**src/rtl/alu_rs_pkg.sv**
```systemverilog
// Shared defaults, tag-width helper and operand-source encoding for the ALU reservation station.
package alu_rs_pkg;

   localparam int RS_DEPTH_DEF     = 4;
   localparam int ROB_DEPTH_DEF    = 8;
   localparam int WORD_WIDTH_DEF   = 32;
   localparam int PC_WIDTH_DEF     = 32;
   localparam int ALU_OP_WIDTH_DEF = 4;

   // Where an operand's value comes from at allocation, highest priority first.
   typedef enum logic [1:0] {
      SRC_GPR  = 2'd0,
      SRC_CDB  = 2'd1,
      SRC_ROB  = 2'd2,
      SRC_WAIT = 2'd3
   } opnd_src_e;

   function automatic int tag_width(input int rob_depth);
      return (rob_depth > 1) ? $clog2(rob_depth) : 1;
   endfunction

   function automatic opnd_src_e opnd_src(input logic rat_valid, input logic cdb_hit,
                                          input logic rob_ready);
      if (!rat_valid)     return SRC_GPR;
      else if (cdb_hit)   return SRC_CDB;
      else if (rob_ready) return SRC_ROB;
      else                return SRC_WAIT;
   endfunction

endpackage

```
**src/rtl/rs_pick.sv**
```systemverilog
// Lowest-index priority encoder: returns the first set request bit and a found flag.
module rs_pick #(
   parameter int N = 4,
   parameter int W = (N > 1) ? $clog2(N) : 1
) (
   input  logic [N-1:0] req_i,
   output logic [W-1:0] idx_o,
   output logic         found_o
);

   // Scanning downward lets the lowest set bit win the last assignment.
   always_comb begin
      idx_o   = '0;
      found_o = 1'b0;
      for (int i = N - 1; i >= 0; i--) begin
         if (req_i[i]) begin
            idx_o   = W'(i);
            found_o = 1'b1;
         end
      end
   end

endmodule

```
**src/rtl/alu_rs.sv**
```systemverilog
// ALU reservation station: holds renamed instructions until operands resolve, issues one per cycle.
// Optional RS_CDB_BYPASS_EN lets an entry waiting only on the current CDB tag issue that same cycle.
module alu_rs
   import alu_rs_pkg::*;
#(
   parameter int RS_DEPTH     = RS_DEPTH_DEF,
   parameter int ROB_DEPTH    = ROB_DEPTH_DEF,
   parameter int WORD_WIDTH   = WORD_WIDTH_DEF,
   parameter int PC_WIDTH     = PC_WIDTH_DEF,
   parameter int ALU_OP_WIDTH = ALU_OP_WIDTH_DEF,
   localparam int TAG_W       = tag_width(ROB_DEPTH)
) (
   input  logic                    clk,
   input  logic                    rst,
   input  logic                    cpu_en,
   input  logic                    rs_flush,
   input  logic                    id_en,
   input  logic [PC_WIDTH-1:0]     id_pc,
   input  logic [ALU_OP_WIDTH-1:0] id_alu_op,
   input  logic                    id_use_imm,
   input  logic [WORD_WIDTH-1:0]   id_imm,
   input  logic [TAG_W-1:0]        id_alloc_rob,
   input  logic                    id_rs1_rat_valid,
   input  logic                    id_rs2_rat_valid,
   input  logic [TAG_W-1:0]        id_rs1_Paddr,
   input  logic [TAG_W-1:0]        id_rs2_Paddr,
   input  logic [WORD_WIDTH-1:0]   id_rs1_value_fromGPR,
   input  logic [WORD_WIDTH-1:0]   id_rs2_value_fromGPR,
   input  logic                    rob_rs1_ready,
   input  logic                    rob_rs2_ready,
   input  logic [WORD_WIDTH-1:0]   rob_rs1_value,
   input  logic [WORD_WIDTH-1:0]   rob_rs2_value,
   input  logic                    cdb_valid,
   input  logic [TAG_W-1:0]        cdb_rob,
   input  logic [WORD_WIDTH-1:0]   cdb_value,
   output logic                    rs_full,
   output logic                    issue_valid,
   input  logic                    alu_ready,
   output logic [ALU_OP_WIDTH-1:0] issue_alu_op,
   output logic [WORD_WIDTH-1:0]   issue_src1,
   output logic [WORD_WIDTH-1:0]   issue_src2,
   output logic [TAG_W-1:0]        issue_rob,
   output logic [PC_WIDTH-1:0]     issue_pc
);

   localparam int IDX_W = (RS_DEPTH > 1) ? $clog2(RS_DEPTH) : 1;

   logic [RS_DEPTH-1:0]     valid_q, rdy1_q, rdy2_q;
   logic [ALU_OP_WIDTH-1:0] op_q   [RS_DEPTH];
   logic [PC_WIDTH-1:0]     pc_q   [RS_DEPTH];
   logic [TAG_W-1:0]        rob_q  [RS_DEPTH];
   logic [TAG_W-1:0]        tag1_q [RS_DEPTH];
   logic [TAG_W-1:0]        tag2_q [RS_DEPTH];
   logic [WORD_WIDTH-1:0]   val1_q [RS_DEPTH];
   logic [WORD_WIDTH-1:0]   val2_q [RS_DEPTH];

   logic                    issue_valid_q;
   logic [ALU_OP_WIDTH-1:0] issue_op_q;
   logic [WORD_WIDTH-1:0]   issue_src1_q, issue_src2_q;
   logic [TAG_W-1:0]        issue_rob_q;
   logic [PC_WIDTH-1:0]     issue_pc_q;

   logic [RS_DEPTH-1:0]     hit1, hit2, req_rdy;
   logic [IDX_W-1:0]        free_idx, sel_idx;
   logic                    free_found, sel_found;
   logic                    alloc, issue_load;
   opnd_src_e               src1_sel, src2_sel;
   logic                    new_rdy1, new_rdy2;
   logic [WORD_WIDTH-1:0]   new_val1, new_val2;
   logic [WORD_WIDTH-1:0]   sel_src1, sel_src2;

   assign rs_full = &valid_q;

   always_comb begin
      hit1    = '0;
      hit2    = '0;
      req_rdy = '0;
      for (int i = 0; i < RS_DEPTH; i++) begin
         hit1[i] = cdb_valid && (tag1_q[i] == cdb_rob);
         hit2[i] = cdb_valid && (tag2_q[i] == cdb_rob);
`ifdef RS_CDB_BYPASS_EN
         req_rdy[i] = valid_q[i] && (rdy1_q[i] || hit1[i]) && (rdy2_q[i] || hit2[i]);
`else
         req_rdy[i] = valid_q[i] && rdy1_q[i] && rdy2_q[i];
`endif
      end
   end

   rs_pick #(.N(RS_DEPTH), .W(IDX_W)) u_free_pick (
      .req_i   (~valid_q),
      .idx_o   (free_idx),
      .found_o (free_found)
   );

   rs_pick #(.N(RS_DEPTH), .W(IDX_W)) u_sel_pick (
      .req_i   (req_rdy),
      .idx_o   (sel_idx),
      .found_o (sel_found)
   );

   assign alloc      = id_en && free_found;
   assign issue_load = (!issue_valid_q || alu_ready) && sel_found;

   // A not-yet-ready operand can only be selected when bypassing from the live CDB.
   assign sel_src1 = rdy1_q[sel_idx] ? val1_q[sel_idx] : cdb_value;
   assign sel_src2 = rdy2_q[sel_idx] ? val2_q[sel_idx] : cdb_value;

   always_comb begin
      src1_sel = opnd_src(id_rs1_rat_valid, cdb_valid && (cdb_rob == id_rs1_Paddr), rob_rs1_ready);
      src2_sel = opnd_src(id_rs2_rat_valid, cdb_valid && (cdb_rob == id_rs2_Paddr), rob_rs2_ready);
      new_rdy1 = (src1_sel != SRC_WAIT);
      new_rdy2 = (src2_sel != SRC_WAIT) || id_use_imm;
      case (src1_sel)
         SRC_GPR: new_val1 = id_rs1_value_fromGPR;
         SRC_CDB: new_val1 = cdb_value;
         SRC_ROB: new_val1 = rob_rs1_value;
         default: new_val1 = '0;
      endcase
      case (src2_sel)
         SRC_GPR: new_val2 = id_rs2_value_fromGPR;
         SRC_CDB: new_val2 = cdb_value;
         SRC_ROB: new_val2 = rob_rs2_value;
         default: new_val2 = '0;
      endcase
      if (id_use_imm) new_val2 = id_imm;
   end

   always_ff @(posedge clk) begin
      if (rst) begin
         valid_q <= '0;
      end else if (cpu_en) begin
         if (rs_flush) begin
            valid_q <= '0;
         end else begin
            for (int i = 0; i < RS_DEPTH; i++) begin
               if (valid_q[i] && !rdy1_q[i] && hit1[i]) begin
                  rdy1_q[i] <= 1'b1;
                  val1_q[i] <= cdb_value;
               end
               if (valid_q[i] && !rdy2_q[i] && hit2[i]) begin
                  rdy2_q[i] <= 1'b1;
                  val2_q[i] <= cdb_value;
               end
               if (issue_load && (sel_idx == IDX_W'(i))) valid_q[i] <= 1'b0;
               // Free and selected indices never coincide: a free entry is not valid.
               if (alloc && (free_idx == IDX_W'(i))) begin
                  valid_q[i] <= 1'b1;
                  op_q[i]    <= id_alu_op;
                  pc_q[i]    <= id_pc;
                  rob_q[i]   <= id_alloc_rob;
                  tag1_q[i]  <= id_rs1_Paddr;
                  tag2_q[i]  <= id_rs2_Paddr;
                  rdy1_q[i]  <= new_rdy1;
                  rdy2_q[i]  <= new_rdy2;
                  val1_q[i]  <= new_val1;
                  val2_q[i]  <= new_val2;
               end
            end
         end
      end
   end

   always_ff @(posedge clk) begin
      if (rst) begin
         issue_valid_q <= 1'b0;
         issue_op_q    <= '0;
         issue_src1_q  <= '0;
         issue_src2_q  <= '0;
         issue_rob_q   <= '0;
         issue_pc_q    <= '0;
      end else if (cpu_en) begin
         if (rs_flush) begin
            issue_valid_q <= 1'b0;
         end else if (issue_load) begin
            issue_valid_q <= 1'b1;
            issue_op_q    <= op_q[sel_idx];
            issue_src1_q  <= sel_src1;
            issue_src2_q  <= sel_src2;
            issue_rob_q   <= rob_q[sel_idx];
            issue_pc_q    <= pc_q[sel_idx];
         end else if (alu_ready) begin
            issue_valid_q <= 1'b0;
         end
      end
   end

   assign issue_valid  = issue_valid_q;
   assign issue_alu_op = issue_op_q;
   assign issue_src1   = issue_src1_q;
   assign issue_src2   = issue_src2_q;
   assign issue_rob    = issue_rob_q;
   assign issue_pc     = issue_pc_q;

endmodule

```
**config.mk**
```make
export PLATFORM = sky130hd
export DESIGN_NAME = alu_rs
export DESIGN_NICKNAME = d
export VERILOG_FILES = /design/src/rtl/alu_rs_pkg.sv /design/src/rtl/rs_pick.sv /design/src/rtl/alu_rs.sv
export SDC_FILE = /design/constraint.sdc
export NUM_CORES = 1
export LEC_CHECK = 0
export BUFFER_PORTS_ARGS = -buffer_cell sky130_fd_sc_hd__buf_2
export CAP_MARGIN = 20
export CORE_ASPECT_RATIO = 1.2
export CORE_MARGIN = 2
export CORE_UTILIZATION = 30
export CTS_BUF_LIST = sky130_fd_sc_hd__clkbuf_8
export CTS_CLUSTER_DIAMETER = 40
export DETAILED_ROUTE_END_ITERATION = 10
export PLACE_DENSITY_LB_ADDON = 0.15
export SKIP_CTS_REPAIR_TIMING = 1
export SYNTH_ARGS = -nofsm -noshare
export SYNTH_HDL_FRONTEND = slang
export SYNTH_HIERARCHICAL = 1
export SYNTH_SLANG_ARGS = --single-unit
```
**constraint.sdc**
```tcl
create_clock -name clk -period 4.5 [get_ports clk]
set_clock_uncertainty 0.05 [all_clocks]
set_input_delay 1.125 -clock clk [delete_from_list [all_inputs] [get_ports clk]]
set_output_delay 1.125 -clock clk [all_outputs]
set_load 0.005 [all_outputs]
```
# == After elaboration in Yosys (flattened, before gate mapping) ==
# Memory sizes are Yosys's and may differ from the RTL's. A register that Yosys moved wholly into a read port is not among the register bits.
# Cells that the tools add are included.
# totals
ff_bits,13
latch_bits,0
ram_bits,436
rom_bits,0
inputBits,252
out_inout_bits,105
word_cells,321
mem_count,7
# memory_table
name,depth,width,read_ports,rd_ports_with_merged_regs,write_ports,line,source
pc_q,4,32,1,1,1,alu_rs.sv:50,logic [PC_WIDTH-1:0] pc_q [RS_DEPTH];
val1_q,4,32,1,1,4,alu_rs.sv:54,logic [WORD_WIDTH-1:0] val1_q [RS_DEPTH];
val2_q,4,32,1,1,4,alu_rs.sv:55,logic [WORD_WIDTH-1:0] val2_q [RS_DEPTH];
op_q,4,4,1,1,1,alu_rs.sv:49,logic [ALU_OP_WIDTH-1:0] op_q [RS_DEPTH];
rob_q,4,3,1,1,1,alu_rs.sv:51,logic [TAG_W-1:0] rob_q [RS_DEPTH];
tag1_q,4,3,4,0,1,alu_rs.sv:52,logic [TAG_W-1:0] tag1_q [RS_DEPTH];
1 more memories,--,--,--,--,--,--,
# classes
add_sub_neg,0
multipliers,0
div_mod_pow,0
order_cmp,0
n_eq_ne,22
shift,0
muxes,166
n_bitwise,11
n_reduce_logical,102
# ops
operator,count
32-bit 2-to-1 mux,12
32-bit one-hot mux with 3 select lines,2
1-bit 2-to-1 mux,112
32-bit OR reduction,3
2-bit 2-to-1 mux,27
1-bit logical AND,44
4-bit AND reduction,9
3-bit equality test,10
3-bit 2-to-1 mux,9
3-bit OR reduction,9
4-bit 2-to-1 mux,4
2-bit nonzero test,8
3-bit nonzero test,5
"2-bit equality test, second input constant",6
4-bit OR reduction,3
2-bit AND reduction,5
1-bit zero test,9
"2-bit by 1-bit equality test with 1-bit output, second input constant",4
2-bit zero test,4
1-bit OR,8
"2-bit inequality test, second input constant",2
4-bit NOT,1
3-bit AND reduction,1
1-bit logical OR,2
1-bit NOT,2

# == Depth between registers and ports, before layout ==
# logic_depth
word_depth,16
mapped_depth,10
depth_no_buf,8

# == By module ==
# Netlist, hierarchy kept.
# by_module_without_submodules
module,instances,cells_per_inst,area_each_um2,seq_area_each_um2
alu_rs,1,2007,26165.1,15494.9
rs_pick,2,7,35.0,0.0

# == Worst setup path after synthesis ==
# No wires, ideal clock.
# synth_timing
path_type,input port to flip-flop
from,input port cdb_valid
to,"memory val1_q[0][0] in the netlist's numbering, enable pin"
setup_ns,0.466
arrival_ns,4.247
required_ns,3.984
setup_slack_ns,-0.263
path_stages,5
path_buffers,2
cell_sequence,clkbuf_1 clkbuf_1 and2_1 nand2_1 o21ai_0
# synth_rtl
element,line,source
from (decl),alu_rs.sv:33,"input logic cdb_valid,"
to (decl),alu_rs.sv:54,

# == Worst setup path after layout ==
# layout_timing
from,register rdy1_q[2]
to,"register issue_src2_q[16], in the netlist issue_src2[16] (read register of val2_q)"
# layout_via
elab_cells_between_ends,10
classes_between,mux (6); reduce/logical (4)
# layout_rtl
element,line,source
from (decl),alu_rs.sv:48,"logic [RS_DEPTH-1:0] valid_q, rdy1_q, rdy2_q;"
"from (signal, indexed assignment)",alu_rs.sv:153,rdy1_q[i] <= new_rdy1;
1-bit logical AND (2 in a row),alu_rs.sv:84,req_rdy[i] = valid_q[i] && rdy1_q[i] && rdy2_q[i];
named net req_rdy[2],alu_rs.sv:63,"logic [RS_DEPTH-1:0] hit1, hit2, req_rdy;"
2-bit 2-to-1 mux (3 in a row),rs_pick.sv:16,if (req_i[i]) begin
named net sel_idx[0],alu_rs.sv:64,"logic [IDX_W-1:0] free_idx, sel_idx;"
to (decl),alu_rs.sv:59,"logic [WORD_WIDTH-1:0] issue_src1_q, issue_src2_q;"
# The timed path passes the listed nets, and every way through them passes these cells.
# A chain may end at the register's enable or synchronous reset.

==> flow_summary_export.csv <==
group,metric,value,unit
timing,rsz0062_at_grt,"no",
worst_setup_path,rr_worst_depth,6,
die,dieHeight,328,um
placed_design,hpwl,62.8,mm
run_status,status,"finished clean",
cells_and_area,drive_gt1_share,30.6,%
cts,cts_inserted_buffers,106,
timing,fmax,327,MHz
die,ioPinCount,357,
yosys,ys.flop_type,"edfxtp_1",
worst_setup_path,r2r_start,"rdy1_q[2]",
yosys,async_flop_share,0,%
power_and_ir_drop,p_leak,11.1,nW
yosys,synth.distinct_cells,47,
cells_and_area,num-fill-cells,8564,
detailed_routing,dr.pass1.iters,5,
cts,cts_tree,"done",
flow_run,maxCapViolCount,0,
die,row_count,118,
placed_design,gp_congestion,0.789,
timing,min_period,3.06,ns
yosys,synth_seq_cells,552,
power_and_ir_drop,peakVddDrop,182,uV
die,initial_core_util,30.3,%
worst_setup_path,critPathArrivalTime,3.56,ns
placed_design,post-place-ws,0.768,ns
timing,setup_viol,0,
placed_design,io_buffers,356,
detailed_routing,ant_nets,0,
cts,htreeDepth,3,
grt,grt_pass1_wl,138,mm
timing,tns,0,ns
worst_setup_path,required,5.00,ns
power_and_ir_drop,powerDensity,366,nW/um^2
cells_and_area,final_core_util,36.6,%
cts,cts_num_sinks,552,
timing,fin_crit_sh,67.9,%
die,coreArea,86500,um^2
yosys,synth_area_per_cell,13.0,um^2
cells_and_area,nets,2606,
detailed_routing,drt-vias-per-instance,5.42,
timing,drv_slew,0,
worst_setup_path,reg2reg_setup_slack,1.44,ns
cts,clockBufferDepth,3,
min_path,hold_path.class,"reg2reg",
detailed_routing,wl_per_cell,27.1,um
worst_setup_path,crit_end,"issue_src2[16]",
detailed_routing,postRouteWirelength,97.2,mm
worst_setup_path,r2r_end,"issue_src2[16]",
cts,cts_root_buf,"clkbuf_8",
grt,grt_pass1_vias,19900,
cells_and_area,layout_commonest_cell,"edfxtp_1",
timing,slew_headroom,21.4,%
detailed_routing,drt-initial-drc-count,1707,
timing,hold_viol,0,
die,die-area,89800,um^2
timing,whs,0.401,ns
grt,grt_max_degree,70,
cells_and_area,final_cell_mix,"edfxtp_1, buf_2, nand2_1, o31ai_1, clkbuf_8",
die,die_x,274,um
cells_and_area,instances_no_fill,3588,
yosys,synth_nets,2273,
timing,max_slew.worst_pin.slew,1.17,ns
grt,track_usage,21.3,%
detailed_routing,route.vias.total,19400,
worst_setup_path,startpoint_type,"flip-flop",
yosys,yosys_warnings,6,
yosys,synth_area,26200,um^2
placed_design,dp.cells,3386,
detailed_routing,drc,0,
yosys,synth_edf_count,444,
worst_setup_path,crit_type,"reg2reg",
worst_setup_path,end_kind,"flip-flop",
worst_setup_path,crit_start,"rdy1_q[2]",
cts,clk_pin_slew_worst_paths,0.06,ns
yosys,syn_inst,2021,
cells_and_area,synthToLayoutAreaGrowth,20.8,%
grt,antenna_found_initial,24,
timing,fin_ws,1.44,ns
grt,grt_overflow,0,
yosys,yosysSeqAreaShare,59.1,%
cts,clk-insertion-delay-late,0.73,ns
worst_setup_path,crit_fanout,32,
==> routing by layer <==
| layer | up-vias | global-route usage (%) | routed length [um] |
|---|---|---|---|
| li1 | 8566 | - | - |
| met4 | 28 | 9.77 | 4210 |
| met1 | 9642 | 26.2 | 38400 |
| met3 | 257 | 5.07 | 8340 |
| met2 | 953 | 35.1 | 46100 |
| met5 | - | 0 | 186 |
==> final cells by class <==
class,instances,area [um^2],area share (%)
clock inverter,78,584,1.84
clock buffer,120,1650,5.21
timing repair buffer,415,2410,7.60
antenna,4,10.0,0.0316
sequential,552,15500,48.9
tap,1140,1430,4.50
inverter,47,176,0.557
multi-input combinational,1232,9940,31.4
==> cell families after synthesis <==
logic type	after synthesis	share of synthesized area [%]
XOR/XNOR	33	1.27
AO/OA/AOI/OAI	469	13.5
AND/OR/NAND/NOR	529	9.51
buffers and inverters	237	3.99
flip-flops	552	59.1
multiplexers	201	12.7
==> stage by stage <==
stage                     power [mW]  area (um^2)
after floorplan                 6.12        26200
after global placement          6.49        29400
after detailed placement        6.50        29400
after CTS                       11.7        31700
after global routing            12.0        31700
final                           11.6        31700
==> worst max-delay path: stages (launching register included) <==
cell	delay [ns]
edfxtp_1	0.42
and3_1	0.21
nand2b_1	0.17
a21oi_4	0.31
mux4_4	1.11
mux2i_1	0.48
a211oi_1	0.13
==> worst min path at each step <==
stage,start,end,slack [ns],cells after the start
after CTS,issue_pc[23],issue_pc[23],0.40,2
after global placement,issue_alu_op[3],issue_alu_op[3],0.39,2
after global routing,issue_pc[7],issue_pc[7],0.42,2
final,issue_pc[20],issue_pc[20],0.40,2
after floorplan,issue_alu_op[0],issue_alu_op[0],0.40,2
after detailed placement,issue_pc[23],issue_pc[23],0.39,2
==> state kept, by name, summed over array words and instances (netlist names) <==
| name | flops |
|---|---|
| issue_valid | 1 |
| rdy1_q | 4 |
| issue_src1 | 32 |
| op_q | 16 |
| rob_q | 12 |
| issue_src2 | 32 |
| val1_q | 128 |
| valid_q | 4 |
| issue_pc | 32 |
| tag1_q | 12 |
| pc_q | 128 |
| issue_rob | 3 |
| val2_q | 128 |
| tag2_q | 12 |
| rdy2_q | 4 |
| issue_alu_op | 4 |
==> synth_stat cells (3+ instances only) <==
cell	count	area (um^2)
a211o_1	9	78.8
a211oi_1	67	503
a211oi_2	13	163
a21oi_1	43	215
a32o_1	84	841
a41oi_1	12	105
and3_1	5	31.3
buf_1	22	82.6
buf_2	50	250
buf_4	15	113
clkbuf_1	99	372
dfxtp_1	108	2160
edfxtp_1	444	13300
inv_1	45	169
mux2i_1	96	961
mux4_2	105	2360
nand2_1	225	845
nand2b_1	55	344
nand3_1	40	200
nor2_1	105	394
nor2_2	5	31.3
nor2_4	3	33.8
nor2b_1	26	163
nor4_1	34	213
o21ai_0	85	425
o31ai_1	144	1080
o32ai_1	7	61.3
or2_2	12	75.1
or4_1	8	60.1
xnor2_2	3	48.8
xor2_1	27	236
xor2_2	3	48.8
==> power breakdown <==
part | total [mW] | internal (mW) | switching (mW)
combinational | 0.854 | 0.292 | 0.563
sequential | 5.55 | 5.54 | 0.00701
clock | 5.20 | 2.91 | 2.28
total | 11.6 | 8.75 | 2.85
No activity file was read; power rests on OpenSTA's default activity.
